==> src/rtl/exu.sv <==
// -----------------------------------------------------------------------------
// exu -- small integer execution unit with an architectural register file,
// a single-cycle ALU and an optional iterative shift-add multiplier.
//
// Optional feature macro: EXU_MUL_EN
//   defined   : opcode 13 (MUL) runs a DW-cycle shift-add multiply (IDLE->MUL)
//   undefined : opcode 13 behaves as NOP, op_ready only follows rst_n
//
// Ports
//   clk        in   sole clock, all state on the rising edge
//   rst_n      in   synchronous active-low reset
//   op_valid   in   micro-op present
//   op_ready   out  unit can accept (accept = op_valid && op_ready)
//   op_code    in   [3:0] operation select
//   op_rd      in   [AW-1:0] destination / first operand register
//   op_rs      in   [AW-1:0] second operand register
//   op_imm     in   [DW-1:0] immediate
//   op_use_imm in   second operand is op_imm instead of reg[op_rs]
//   res_valid  out  one-cycle result strobe
//   res_data   out  [DW-1:0] result
//   res_rd     out  [AW-1:0] destination index of the result
//   flags      out  [3:0] {V,C,N,Z}
// -----------------------------------------------------------------------------
module exu #(
  parameter int DW   = 16,
  parameter int NREG = 8,
  localparam int AW  = $clog2(NREG)
) (
  input  logic          clk,
  input  logic          rst_n,
  input  logic          op_valid,
  output logic          op_ready,
  input  logic [3:0]    op_code,
  input  logic [AW-1:0] op_rd,
  input  logic [AW-1:0] op_rs,
  input  logic [DW-1:0] op_imm,
  input  logic          op_use_imm,
  output logic          res_valid,
  output logic [DW-1:0] res_data,
  output logic [AW-1:0] res_rd,
  output logic [3:0]    flags
);

  // flag bit positions inside {V,C,N,Z}
  localparam int FV = 3;
  localparam int FC = 2;

  logic [DW-1:0] reg_file [NREG];
  logic [3:0]    flags_reg;
  logic          res_valid_reg;
  logic [DW-1:0] res_data_reg;
  logic [AW-1:0] res_rd_reg;

  logic          accept;
  logic [DW-1:0] a_val;
  logic [DW-1:0] b_val;
  logic [3:0]    sh_amt;

  logic [DW:0]   add_ext;
  logic [DW:0]   sub_ext;
  logic [DW:0]   shl_ext;
  logic [DW:0]   shr_ext;
  logic [DW:0]   sar_ext;

  logic [DW-1:0] alu_res;
  logic [3:0]    alu_flags;
  logic          alu_wr;
  logic          alu_fl;
  logic          c_new;
  logic          v_new;
  logic          mul_start;

  logic          mul_done;
  logic [DW-1:0] mul_final;
  logic [AW-1:0] mul_rd;

  logic          wr_en;
  logic [AW-1:0] wr_idx;
  logic [DW-1:0] wr_data;

  assign accept = op_valid && op_ready;

  // r0 is hard-wired to zero on the read side as well as never written
  assign a_val  = (op_rd == '0) ? '0 : reg_file[op_rd];
  assign b_val  = op_use_imm ? op_imm : ((op_rs == '0) ? '0 : reg_file[op_rs]);
  assign sh_amt = b_val[3:0];

  // Carry-in only participates for ADC / SBC. Subtraction in DW+1 bits
  // leaves the borrow in the top bit.
  assign add_ext = {1'b0, a_val} + {1'b0, b_val}
                 + {{DW{1'b0}}, (op_code == 4'd2) & flags_reg[FC]};
  assign sub_ext = {1'b0, a_val} - {1'b0, b_val}
                 - {{DW{1'b0}}, (op_code == 4'd4) & flags_reg[FC]};

  // Shifts are done one bit wider so the last bit shifted out lands in the
  // extra bit; a zero shift amount naturally yields C=0.
  assign shl_ext = {1'b0, a_val} << sh_amt;
  assign shr_ext = {a_val, 1'b0} >> sh_amt;
  assign sar_ext = $unsigned($signed({a_val, 1'b0}) >>> sh_amt);

  always_comb begin
    alu_res   = '0;
    alu_wr    = 1'b0;
    alu_fl    = 1'b0;
    c_new     = 1'b0;
    v_new     = 1'b0;
    mul_start = 1'b0;
    case (op_code)
      4'd0: begin
        alu_res = b_val;
        alu_wr  = 1'b1;
      end
      4'd1, 4'd2: begin
        alu_res = add_ext[DW-1:0];
        c_new   = add_ext[DW];
        v_new   = (a_val[DW-1] == b_val[DW-1]) && (add_ext[DW-1] != a_val[DW-1]);
        alu_wr  = 1'b1;
        alu_fl  = 1'b1;
      end
      4'd3, 4'd4, 4'd12: begin
        alu_res = sub_ext[DW-1:0];
        c_new   = sub_ext[DW];
        v_new   = (a_val[DW-1] != b_val[DW-1]) && (sub_ext[DW-1] != a_val[DW-1]);
        alu_wr  = (op_code != 4'd12);
        alu_fl  = 1'b1;
      end
      4'd5: begin alu_res = a_val & b_val; alu_wr = 1'b1; alu_fl = 1'b1; end
      4'd6: begin alu_res = a_val | b_val; alu_wr = 1'b1; alu_fl = 1'b1; end
      4'd7: begin alu_res = a_val ^ b_val; alu_wr = 1'b1; alu_fl = 1'b1; end
      4'd8: begin alu_res = ~b_val;        alu_wr = 1'b1; alu_fl = 1'b1; end
      4'd9: begin
        alu_res = shl_ext[DW-1:0];
        c_new   = shl_ext[DW];
        alu_wr  = 1'b1;
        alu_fl  = 1'b1;
      end
      4'd10: begin
        alu_res = shr_ext[DW:1];
        c_new   = shr_ext[0];
        alu_wr  = 1'b1;
        alu_fl  = 1'b1;
      end
      4'd11: begin
        alu_res = sar_ext[DW:1];
        c_new   = sar_ext[0];
        alu_wr  = 1'b1;
        alu_fl  = 1'b1;
      end
`ifdef EXU_MUL_EN
      4'd13: mul_start = 1'b1;
`endif
      default: ;
    endcase
    alu_flags = {v_new, c_new, alu_res[DW-1], (alu_res == '0)};
  end

`ifdef EXU_MUL_EN
  // ---------------------------------------------------------------------------
  // Iterative multiplier: one multiplier bit per cycle, DW cycles in MUL.
  // The last partial product is folded in combinationally so the result is
  // written on the final MUL edge without an extra cycle.
  // ---------------------------------------------------------------------------
  localparam int CW = $clog2(DW);

  typedef enum logic {S_IDLE, S_MUL} state_t;

  state_t        state_reg, state_next;
  logic [CW-1:0] cnt_reg;
  logic [DW-1:0] acc_reg;
  logic [DW-1:0] mcand_reg;
  logic [DW-1:0] mplier_reg;
  logic [AW-1:0] mul_rd_reg;

  always_ff @(posedge clk) begin
    if (!rst_n) begin
      state_reg  <= S_IDLE;
      cnt_reg    <= '0;
      acc_reg    <= '0;
      mcand_reg  <= '0;
      mplier_reg <= '0;
      mul_rd_reg <= '0;
    end else begin
      state_reg <= state_next;
      if (state_reg == S_IDLE) begin
        if (accept && mul_start) begin
          acc_reg    <= '0;
          mcand_reg  <= a_val;
          mplier_reg <= b_val;
          cnt_reg    <= '0;
          mul_rd_reg <= op_rd;
        end
      end else begin
        acc_reg    <= acc_reg + (mplier_reg[0] ? mcand_reg : '0);
        mcand_reg  <= mcand_reg << 1;
        mplier_reg <= mplier_reg >> 1;
        cnt_reg    <= cnt_reg + 1'b1;
      end
    end
  end

  always_comb begin
    state_next = state_reg;
    op_ready   = 1'b0;
    mul_done   = 1'b0;
    case (state_reg)
      S_IDLE: begin
        op_ready = rst_n;
        if (op_valid && rst_n && mul_start) state_next = S_MUL;
      end
      S_MUL: begin
        if (cnt_reg == CW'(DW - 1)) begin
          mul_done   = 1'b1;
          state_next = S_IDLE;
        end
      end
      default: state_next = S_IDLE;
    endcase
  end

  assign mul_final = acc_reg + (mplier_reg[0] ? mcand_reg : '0);
  assign mul_rd    = mul_rd_reg;
`else
  assign op_ready  = rst_n;
  assign mul_done  = 1'b0;
  assign mul_final = '0;
  assign mul_rd    = '0;
`endif

  // A finishing multiply and an accepted op are mutually exclusive because
  // op_ready is low for the whole MUL state.
  always_comb begin
    wr_en   = (accept && alu_wr) || mul_done;
    wr_idx  = mul_done ? mul_rd : op_rd;
    wr_data = mul_done ? mul_final : alu_res;
  end

  always_ff @(posedge clk) begin
    if (!rst_n) begin
      for (int i = 0; i < NREG; i++) reg_file[i] <= '0;
    end else if (wr_en && (wr_idx != '0)) begin
      reg_file[wr_idx] <= wr_data;
    end
  end

  always_ff @(posedge clk) begin
    if (!rst_n) begin
      flags_reg     <= '0;
      res_valid_reg <= 1'b0;
      res_data_reg  <= '0;
      res_rd_reg    <= '0;
    end else begin
      res_valid_reg <= 1'b0;
      if (mul_done) begin
        res_valid_reg <= 1'b1;
        res_data_reg  <= mul_final;
        res_rd_reg    <= mul_rd;
        flags_reg     <= {1'b0, 1'b0, mul_final[DW-1], (mul_final == '0)};
      end else if (accept) begin
        if (alu_wr) begin
          res_valid_reg <= 1'b1;
          res_data_reg  <= alu_res;
          res_rd_reg    <= op_rd;
        end
        if (alu_fl) flags_reg <= alu_flags;
      end
    end
  end

  assign res_valid = res_valid_reg;
  assign res_data  = res_data_reg;
  assign res_rd    = res_rd_reg;
  assign flags     = flags_reg;

  // FV kept for readability of the flag layout
  logic unused_fv;
  assign unused_fv = flags_reg[FV];

endmodule

==> config.mk <==
export PLATFORM = sky130hd
export DESIGN_NAME = exu
export DESIGN_NICKNAME = d
export VERILOG_FILES = /design/src/rtl/exu.sv
export SDC_FILE = /design/constraint.sdc
export NUM_CORES = 1
export LEC_CHECK = 0
export CAP_MARGIN = 40
export CORE_AREA = 2 2 185 187
export DETAILED_ROUTE_END_ITERATION = 8
export DIE_AREA = 0 0 187 189
export SYNTH_ARGS = -nofsm -noshare
export SYNTH_HDL_FRONTEND = slang
export SYNTH_SLANG_ARGS = --single-unit
==> constraint.sdc <==
create_clock -name clk -period 4.8 [get_ports clk]
set_input_delay 0.48 -clock clk [delete_from_list [all_inputs] [get_ports clk]]
set_output_delay 0.48 -clock clk [all_outputs]
set_load 0.02 [all_outputs]
==> results of run 1 <==
==> kinds of logic after synthesis <==
group | after synthesis
flip-flops | 136
buffers and inverters | 160
AO/OA/AOI/OAI | 404
multiplexers | 114
AND/OR/NAND/NOR | 435
XOR/XNOR | 18
adder cells (fa/ha/maj) | 65
==> per-stage QoR <==
| step | util, % | area [um^2] |
|---|---|---|
| 2_1_floorplan | - | 11900 |
| 3_3_place_gp | 44.0 | 14600 |
| 3_5_place_dp | 44.2 | 14700 |
| 4_1_cts | 46.0 | 15300 |
| 5_1_grt | 46.3 | 15400 |
| 6_report | 46.3 | 15400 |
==> cell usage after synthesis, types with 11 or more instances <==
master and instances:
o22ai_1 16, nand3_1 33, mux4_2 15, o211ai_1 25, nor2b_1 16, a311oi_1 17, a211oi_1 25, mux2i_1 70
edfxtp_1 112, clkbuf_1 48, nor3_1 30, a31oi_1 13, o31ai_1 11, dfxtp_1 24, mux2_2 22, buf_2 24
a221oi_1 27, inv_1 51, nor2_1 184, o221ai_1 15, o21ai_0 56, a21oi_1 85, nand2b_1 30, nand2_1 96
ha_1 61
==> where the power goes <==
| part | switching (W) | internal, W |
|---|---|---|
| Combinational | 0.00119 | 0.000911 |
| Clock | 0.000511 | 0.000775 |
| Sequential | 0.0000385 | 0.00133 |
==> worst max-delay path by stage <==
stage	end	start	cells after the start
floorplan	reg_file[2][14]$_SDFFCE_PN0P_	op_rs[2]	19
global route	reg_file[6][15]$_SDFFCE_PN0P_	reg_file[5][5]$_SDFFCE_PN0P_	19
detailed placement	reg_file[2][14]$_SDFFCE_PN0P_	op_rs[1]	19
global placement	reg_file[6][14]$_SDFFCE_PN0P_	op_rs[1]	19
finish	flags[0]$_SDFFE_PN0P_	op_rs[2]	21
CTS	flags[0]$_SDFFE_PN0P_	op_rd[0]	20
==> critical path, delay by kind of cell <==
family / cells / cell delay [ns]
buffers and inverters: 6 / 0.88
AND/OR/NAND/NOR: 5 / 0.66
AO/OA/AOI/OAI: 6 / 1.81
multiplexers: 2 / 0.44
adder cells (fa/ha/maj): 2 / 0.67
==> layer usage <==
metal  routed length [um]  vias up
met5                    0        -
li1                     -     5587
met1                20400     5962
met2                23500      671
met3                 4280      124
met4                 2200        0
==> cell type report <==
class                   count  area, um^2
inverters                  64         240
multi-input cells        1036        7380
flip-flops and latches    136        3840
fillers                  3262       17900
well taps                 448         561
clock buffers              20         478
clock inverters            12         111
repair buffers            345        2800
==> repair_timing <==
item                                    in CTS  in global routing
pin swaps                                    2                  5
hold buffers                                 0                  0
buffers inserted                             0                  3
endpoints found under the setup margin      21                 62
gates resized for setup                      7                 19
==> results.json, run 1 <==
{
  "status": "finished, final reports clean",
  "synth_edf_count": 112,
  "coreArea_um2": 33300,
  "slowest_delay_ns": 0.46,
  "p_leak_nw": 6.18,
  "synth_fa_ha_area_share_pct": 7.10,
  "drive_above_1_share_pct": 25.9,
  "cts_tree": "built",
  "grt_max_degree": 37,
  "tns_ns": 0,
  "drt_pre_antenna_iters": 9,
  "cts_buffers": 17,
  "clock_skew_ns": 0.00635,
  "worst_slew_pin_slew_ns": 0.822,
  "grt_pass1_vias": 12117,
  "synth_ff_type": "edfxtp_1",
  "period_share_pct": 96.7,
  "setup_slack_ns": 0.158,
  "finalNonFillerCells": 2061,
  "die-area_um2": 35300,
  "crit_fanout": 10,
  "synth_area_um2": 11900,
  "clockBufferDepth": 2,
  "async_flop_share_pct": 0,
  "clock_sinks": 136,
  "die_h_um": 189,
  "fin_nets": 1695,
  "synth_xor_area_share_pct": 1.33,
  "min_path_type": "reg -> reg",
  "total_power_w": 0.00475,
  "port_buffers": 54,
  "routed_wl_um": 50300,
  "gp_congestion": 1.10,
  "irDropWorstVdd_v": 0.000344,
  "vias": 12344,
  "initial_core_util_pct": 35.7,
  "crit_top_cell": "buf_4",
  "top_usage_layer": "met2",
  "ioPinCount": 55,
  "cp_slowest_cell": "o31ai_2",
  "whs_ns": 0.455,
  "p_per_area_nw_per_um2": 309,
  "grt_overflow": 0,
  "antennaDiodeCount": 0,
  "hold_end": "res_data[3]$_SDFFE_PN0P_",
  "track_usage_pct": 28.0,
  "fmax_ghz": 0.215,
  "synth_compound_area_share_pct": 24.8,
  "dp.cells": 2026,
  "mostFrequentLayoutCells": "281 x buf_4, 184 x nor2_1, 112 x edfxtp_1, 96 x nand2_1, 81 x a21oi_1",
  "setup_viol": 0,
  "first_iter_violations": 1357,
  "synth_top_family_by_area": "compound AO/OA/AOI/OAI gates",
  "netlist_instances": 1332,
  "ys_seq_elements": 136,
  "synthTopCellsByArea": "edfxtp_1 28%, ha_1 6.4%, mux2i_1 5.9%",
  "cts.clk_slew.worst_paths_ns": 0.06,
  "yosys-mux-area-fraction_pct": 11.5,
  "dp_slack_ns": -0.733,
  "die_x_um": 187,
  "ant_nets": 0,
  "rr_startpoint": "reg_file[5][5]$_SDFFCE_PN0P_",
  "r2r-end": "flags[0]$_SDFFE_PN0P_",
  "worstHoldStart": "res_data[3]$_SDFFE_PN0P_",
  "ys_warn_count": 0,
  "antenna_found_initial": 0,
  "synth_top_area_share_pct": 28.3,
  "seq_area_frac_synth_pct": 32.4,
  "min_period_ns": 4.64,
  "grt_use_met1_pct": 35.9,
  "rows": 67,
  "grt_pass1_wl_um": 75700,
  "path_cells": "buf_2 > buf_12 > buf_4 > buf_4 > mux4_2 > nor2_1 > o31ai_2 > ha_1 > ha_1 > a21o_1 > buf_4 > nor2b_1 > a21oi_1 > o31a_1 > mux2i_1 > a2111oi_2 > buf_4 > and4_1 > and3_1 > nand4_1 > o41ai_2",
  "crit_type": "in -> reg",
  "syn-num-nets": 1427,
  "hold_path_depth": 2,
  "synth_top_area_cell": "edfxtp_1",
  "hold_violations": 0,
  "arrival_ns": 4.97,
  "hpwlAfterDp_um": 40300,
  "yosysUniqueCellTypes": 89,
  "endpoint_kind": "flop",
  "root_buffer": "clkbuf_16",
  "syn_area_per_cell_um2": 8.92,
  "h-tree-depth": 4,
  "yosys.area_share.simple_pct": 16.7,
  "r2r_slack_ns": 0.17,
  "drc": 0,
  "rsz0062_at_grt": "false",
  "grtUsageMet3_pct": 4.71,
  "largest_reg_flops": 112,
  "slew_headroom_pct": 44.5,
  "drv_slew": 0,
  "maxCapViolCount": 0,
  "startpoint_type": "input port",
  "grt_util_met2_pct": 46.5,
  "final_common_cell": "buf_4",
  "wire_per_inst_um": 24.4,
  "rr_worst_depth": 19,
  "clock_latency_ns": 0.42,
  "viasPerCell": 5.99,
  "crit_required_ns": 5.12,
  "area_growth_pct": 29.8
}
Power figures use the tool's default switching activity.
==> inputs of run 2 (changes only) <==
--- a/config.mk
+++ b/config.mk
@@ -6,9 +6,9 @@
 export NUM_CORES = 1
 export LEC_CHECK = 0
 export CAP_MARGIN = 40
-export CORE_AREA = 2 2 185 187
+export CORE_AREA = 2 2 238 146
 export DETAILED_ROUTE_END_ITERATION = 8
-export DIE_AREA = 0 0 187 189
+export DIE_AREA = 0 0 240 148
 export SYNTH_ARGS = -nofsm -noshare
 export SYNTH_HDL_FRONTEND = slang
 export SYNTH_SLANG_ARGS = --single-unit
==> run 2 against run 1 <==
Effect of this change:
- register-to-register slack better by 0.08 ns
- final cell count up 1.8%
- power grew 7.9%
- routed wire length rose by 12%
- maximum frequency decreased by 0.93%
- die area grew 0.50%
- flip-flop and latch count stayed put
- combinational power is 9.5% higher
- core utilization increased by 1.7 points
- critical endpoint unchanged
==> results.json, run 2 (synthesis gave the netlist of run 1 again) <==
{
  "status": "finished, final reports clean",
  "cts_buffers": 17,
  "critPathBufInv": 7,
  "grt_max_degree": 37,
  "gp_congestion": 1.03,
  "hpwlAfterDp_um": 45600,
  "first_iter_violations": 1782,
  "endpoint_kind": "flop",
  "clock_skew_ns": 0.0113,
  "clockBufferDepth": 2,
  "r2r_slack_ns": 0.25,
  "path_cells": "clkdlybuf4s50_1 > buf_4 > inv_2 > buf_4 > mux4_2 > inv_1 > ha_1 > ha_1 > a21o_1 > buf_4 > a211oi_1 > o21ai_1 > buf_4 > a21oi_2 > o2111ai_2 > a221oi_2 > and3_4 > and3_1 > nand4_1 > o41ai_2",
  "slew_headroom_pct": 36.2,
  "min_path_type": "reg -> reg",
  "mostFrequentLayoutCells": "301 x buf_4, 184 x nor2_1, 112 x edfxtp_1, 96 x nand2_1, 79 x a21oi_1",
  "total_power_w": 0.00513,
  "setup_viol": 0,
  "fmax_ghz": 0.213,
  "rr_startpoint": "reg_file[5][5]$_SDFFCE_PN0P_",
  "hold_buffers": 0,
  "drt_pre_antenna_iters": 8,
  "fill_cells": 3277,
  "dp_slack_ns": -0.933,
  "drive_above_1_share_pct": 28.6,
  "p_leak_nw": 6.43,
  "clock_latency_ns": 0.43,
  "crit_fanout": 7,
  "irDropWorstVdd_v": 0.000260,
  "routed_wl_um": 56600,
  "rr_worst_depth": 20,
  "cts.clk_slew.worst_paths_ns": 0.06,
  "initial_core_util_pct": 35.6,
  "wire_per_inst_um": 27.0,
  "min_period_ns": 4.69,
  "antenna_found_initial": 1,
  "period_share_pct": 97.6,
  "cp_slowest_cell": "mux4_2",
  "grt_pass1_vias": 12007,
  "ioPinCount": 55,
  "viasPerCell": 6.09,
  "vias": 12786,
  "worst_slew_pin_slew_ns": 0.949,
  "maxCapViolCount": 0,
  "die-area_um2": 35500,
  "die_h_um": 148,
  "r2r-end": "flags[0]$_SDFFE_PN0P_",
  "hold_violations": 0,
  "port_buffers": 54,
  "largest_reg_flops": 112,
  "crit_required_ns": 5.14,
  "setup_slack_ns": 0.114,
  "fin_nets": 1721,
  "grt_pass1_wl_um": 80700,
  "crit_family": "compound AO/OA/AOI/OAI gates",
  "coreArea_um2": 33300,
  "cts_tree": "built",
  "area_growth_pct": 34.8,
  "ant_nets": 0,
  "final_common_cell": "buf_4",
  "clock_sinks": 136,
  "hold_end": "res_data[6]$_SDFFE_PN0P_",
  "root_buffer": "clkbuf_16",
  "crit_type": "in -> reg",
  "arrival_ns": 5.03,
  "die_x_um": 240,
  "rows": 52,
  "tns_ns": 0,
  "drv_slew": 0,
  "grt_overflow": 0,
  "hold_path_depth": 2,
  "worstHoldStart": "res_data[6]$_SDFFE_PN0P_",
  "antennaDiodeCount": 0,
  "slowest_delay_ns": 0.58,
  "startpoint_type": "input port",
  "track_usage_pct": 31.5,
  "p_per_area_nw_per_um2": 320,
  "whs_ns": 0.456,
  "crit_top_cell": "buf_4",
  "drc": 0,
  "h-tree-depth": 4
}
[run 2: layout make-up]
type	count	area [um^2]	share of cell area [%]
multi-input combinational	1036	7590	47.4
sequential	136	3840	24.0
timing repair buffer	371	3100	19.4
tap	459	574	3.59
clock buffer	21	450	2.81
inverter	64	244	1.52
clock inverter	11	199	1.24
[run 2: worst max path at each step]
| stage | start | endpoint | cells after the start |
|---|---|---|---|
| floorplan | op_rs[2] | reg_file[2][14]$_SDFFCE_PN0P_ | 19 |
| global placement | op_rs[1] | reg_file[4][14]$_SDFFCE_PN0P_ | 20 |
| detailed placement | op_rs[1] | reg_file[4][14]$_SDFFCE_PN0P_ | 20 |
| CTS | op_rd[0] | reg_file[4][13]$_SDFFCE_PN0P_ | 19 |
| global route | op_rs[2] | flags[0]$_SDFFE_PN0P_ | 23 |
| finish | op_rd[2] | flags[0]$_SDFFE_PN0P_ | 20 |
[run 2: worst register-to-register path, delay by kind of cell, from the launching register on]
kind            cells  cell delay, ns
flops               1            0.42
compound gates      9            2.02
mux                 1            0.31
simple gates        4            0.75
buf+inv             4            0.51
fa+ha+maj           2            0.45
[run 2: routing by layer]
layer / track usage (%) / vias up / wire length (um) / share of wire, %
li1: - / 5652 / - / -
met1: 47.2 / 6234 / 26000 / 46
met2: 39.9 / 819 / 21100 / 37
met3: 15.0 / 75 / 8300 / 15
met4: 5.78 / 6 / 872 / 1.5
met5: 4.82 / - / 310 / 0.55
[run 2: repair_timing]
item | CTS | global route
gates resized for setup | 9 | 52
setup buffers | 2 | 6
cloned | 0 | 1
pin swaps | 4 | 15
endpoints found under the setup margin | 15 | 41
[run 2: report_power, final]
group / switching [W] / internal [W]
Sequential: 0.0000364 / 0.00133
Combinational: 0.00130 / 0.00100
Clock: 0.000516 / 0.000938
Total: 0.00186 / 0.00327
[run 2: per-stage QoR]
stage	std cells	area (um^2)	util, %
after floorplan	1332	11900	-
after global placement	2051	14800	44.6
after detailed placement	2057	15000	44.9
after CTS	2091	15700	47.1
after global routing	2098	16000	48.0
final	2098	16000	48.0
==> inputs of run 3 (changes only) <==
--- a/config.mk
+++ b/config.mk
@@ -6,9 +6,9 @@
 export NUM_CORES = 1
 export LEC_CHECK = 0
 export CAP_MARGIN = 40
-export CORE_AREA = 2 2 238 146
+export CORE_AREA = 4 4 240 148
 export DETAILED_ROUTE_END_ITERATION = 8
-export DIE_AREA = 0 0 240 148
+export DIE_AREA = 0 0 244 152
 export SYNTH_ARGS = -nofsm -noshare
 export SYNTH_HDL_FRONTEND = slang
 export SYNTH_SLANG_ARGS = --single-unit
==> run 3 against run 2 <==
Effect of this change:
- critical path depth stayed put
- non-clock buffer count is 5 lower
- routed wire length is 1.7% lower
- die area is 4.4% higher
- clock-buffer cell count stayed put
- core utilization is 0.78 points lower
- final cell count is 0.24% lower
==> results.json, run 3 (synthesis gave the netlist of run 1 again) <==
{
  "status": "finished, final reports clean",
  "min_path_type": "reg -> reg",
  "viasPerCell": 6.13,
  "clockPowerShare_pct": 25.9,
  "area_growth_pct": 32.6,
  "clock_latency_ns": 0.45,
  "crit_type": "in -> reg",
  "path_cells": "clkdlybuf4s50_1 > buf_6 > buf_6 > a21oi_1 > a211o_1 > o221ai_2 > buf_4 > ha_1 > buf_4 > o21a_1 > o21ai_0 > a211oi_2 > or2_1 > a31oi_2 > o21ai_1 > buf_4 > xor2_1 > a2111oi_4 > nand2b_1 > nor2_1",
  "crit_fanout": 8,
  "cts_buffers": 17,
  "rows": 52,
  "placed_area_um2": 14900,
  "whs_ns": 0.454,
  "h-tree-depth": 4,
  "arrival_ns": 4.91,
  "drc": 0,
  "seqPwrFrac_pct": 28.2,
  "p_int_w": 0.00300,
  "routed_wl_um": 55600,
  "dp_slack_ns": -0.933,
  "first_iter_violations": 1921,
  "endpoint_kind": "flop",
  "min_period_ns": 4.75,
  "die-area_um2": 37100,
  "clock_sinks": 136,
  "fin_util_pct": 47.3,
  "antenna_found_initial": 1,
  "p_leak_nw": 6.31,
  "cp_slowest_cell": "a2111oi_4",
  "setup_viol": 0,
  "coreArea_um2": 33300,
  "vias": 12837,
  "die_x_um": 244,
  "grt_overflow": 0,
  "drt_pre_antenna_iters": 6,
  "clockBufferDepth": 2,
  "antennaDiodeCount": 0,
  "root_buffer": "clkbuf_16",
  "gp_congestion": 1.07,
  "hold_violations": 0,
  "track_usage_pct": 29.2,
  "tns_ns": 0,
  "power_switching_w": 0.00185,
  "grt_pass1_vias": 12124,
  "grt_pass1_wl_um": 81200,
  "largest_reg_flops": 112,
  "initial_core_util_pct": 35.6,
  "final_common_cell": "buf_4",
  "sw_frac_of_total_pct": 38.2,
  "slowest_delay_ns": 0.52,
  "fmax_ghz": 0.211,
  "period_share_pct": 99.0,
  "port_buffers": 54,
  "slew_headroom_pct": 30.6,
  "grt_max_degree": 37,
  "ant_nets": 0,
  "fin_nets": 1716,
  "crit_top_cell": "buf_4",
  "maxCapViolCount": 0,
  "hold_buffers": 0,
  "clock_skew_ns": 0.0171,
  "setup_slack_ns": 0.0500,
  "worst_slew_pin_slew_ns": 1.04,
  "mostFrequentLayoutCells": "297 x buf_4, 183 x nor2_1, 112 x edfxtp_1, 94 x nand2_1, 81 x a21oi_1",
  "startpoint_type": "input port",
  "die_h_um": 152,
  "wire_per_inst_um": 26.6,
  "drive_above_1_share_pct": 28.0,
  "stdcell_area_um2": 15700,
  "hpwlAfterDp_um": 44500,
  "p_comb_share_pct": 45.9,
  "drv_slew": 0,
  "crit_required_ns": 4.96,
  "cts_tree": "built",
  "cts.clk_slew.worst_paths_ns": 0.06,
  "irDropWorstVdd_v": 0.000196,
  "p_per_area_nw_per_um2": 308,
  "ioPinCount": 55
}
==> run 3: final cells by class <==
class                   count  area, um^2
fillers                  3242       17600
multi-input cells        1036        7520
flip-flops and latches    136        3840
repair buffers            366        3010
well taps                 459         574
clock buffers              21         482
inverters                  64         240
clock inverters            11        72.6
==> run 3: metrics by stage <==
| step | instances | power, W |
|---|---|---|
| finish | 2093 | 0.00485 |
| global route | 2093 | 0.00503 |
| CTS | 2091 | 0.00473 |
| detailed placement | 2059 | 0.00345 |
| global placement | 2053 | 0.00344 |
| floorplan | 1332 | 0.00247 |
==> run 3: per-layer routing <==
layer | track usage, % | vias to the layer above | wire (um)
met5 | 0 | - | 0
met4 | 3.99 | 0 | 653
met3 | 10.1 | 68 | 7820
met2 | 37.6 | 902 | 20600
met1 | 46.7 | 6240 | 26600
li1 | - | 5627 | -
==> run 3: timing repair <==
| action | 4_1_cts | 5_1_grt |
|---|---|---|
| pin swaps | 2 | 13 |
| setup buffers | 0 | 2 |
| resized for setup | 13 | 36 |
| endpoints found under the setup margin | 30 | 46 |
==> run 3: worst paths after layout <==
| path | slack [ns] | endpoint | from | cells past startpoint |
|---|---|---|---|---|
| worst max-delay path | 0.05 | reg_file[4][13]$_SDFFCE_PN0P_ | op_rd[2] | 20 |
| worst max register to register | 0.12 | flags[0]$_SDFFE_PN0P_ | reg_file[6][4]$_SDFFCE_PN0P_ | 18 |
| worst min register to register | 0.45 | res_data[5]$_SDFFE_PN0P_ | res_data[5]$_SDFFE_PN0P_ | 2 |
| worst min-delay path | 0.45 | res_data[5]$_SDFFE_PN0P_ | res_data[5]$_SDFFE_PN0P_ | 2 |
==> run 3: critical path: cells and delay by family <==
kind                       cells  cell delay [ns]
AOI/OAI and AO/OA              9             2.00
xor gates and xnor gates       1             0.17
adders and majority gates      1             0.30
buffers and inverters          6             1.34
and+or+nand+nor                3             0.59
==> run 3: power groups by stage <==
| stage | logic [W] | registers (W) | clock network (W) |
|---|---|---|---|
| floorplan | 0.00107 | 0.00139 | 0 |
| global placement | 0.00205 | 0.00139 | 0 |
| detailed placement | 0.00206 | 0.00139 | 0 |
| CTS | 0.00210 | 0.00137 | 0.00126 |
| global route | 0.00234 | 0.00137 | 0.00132 |
| finish | 0.00222 | 0.00137 | 0.00126 |
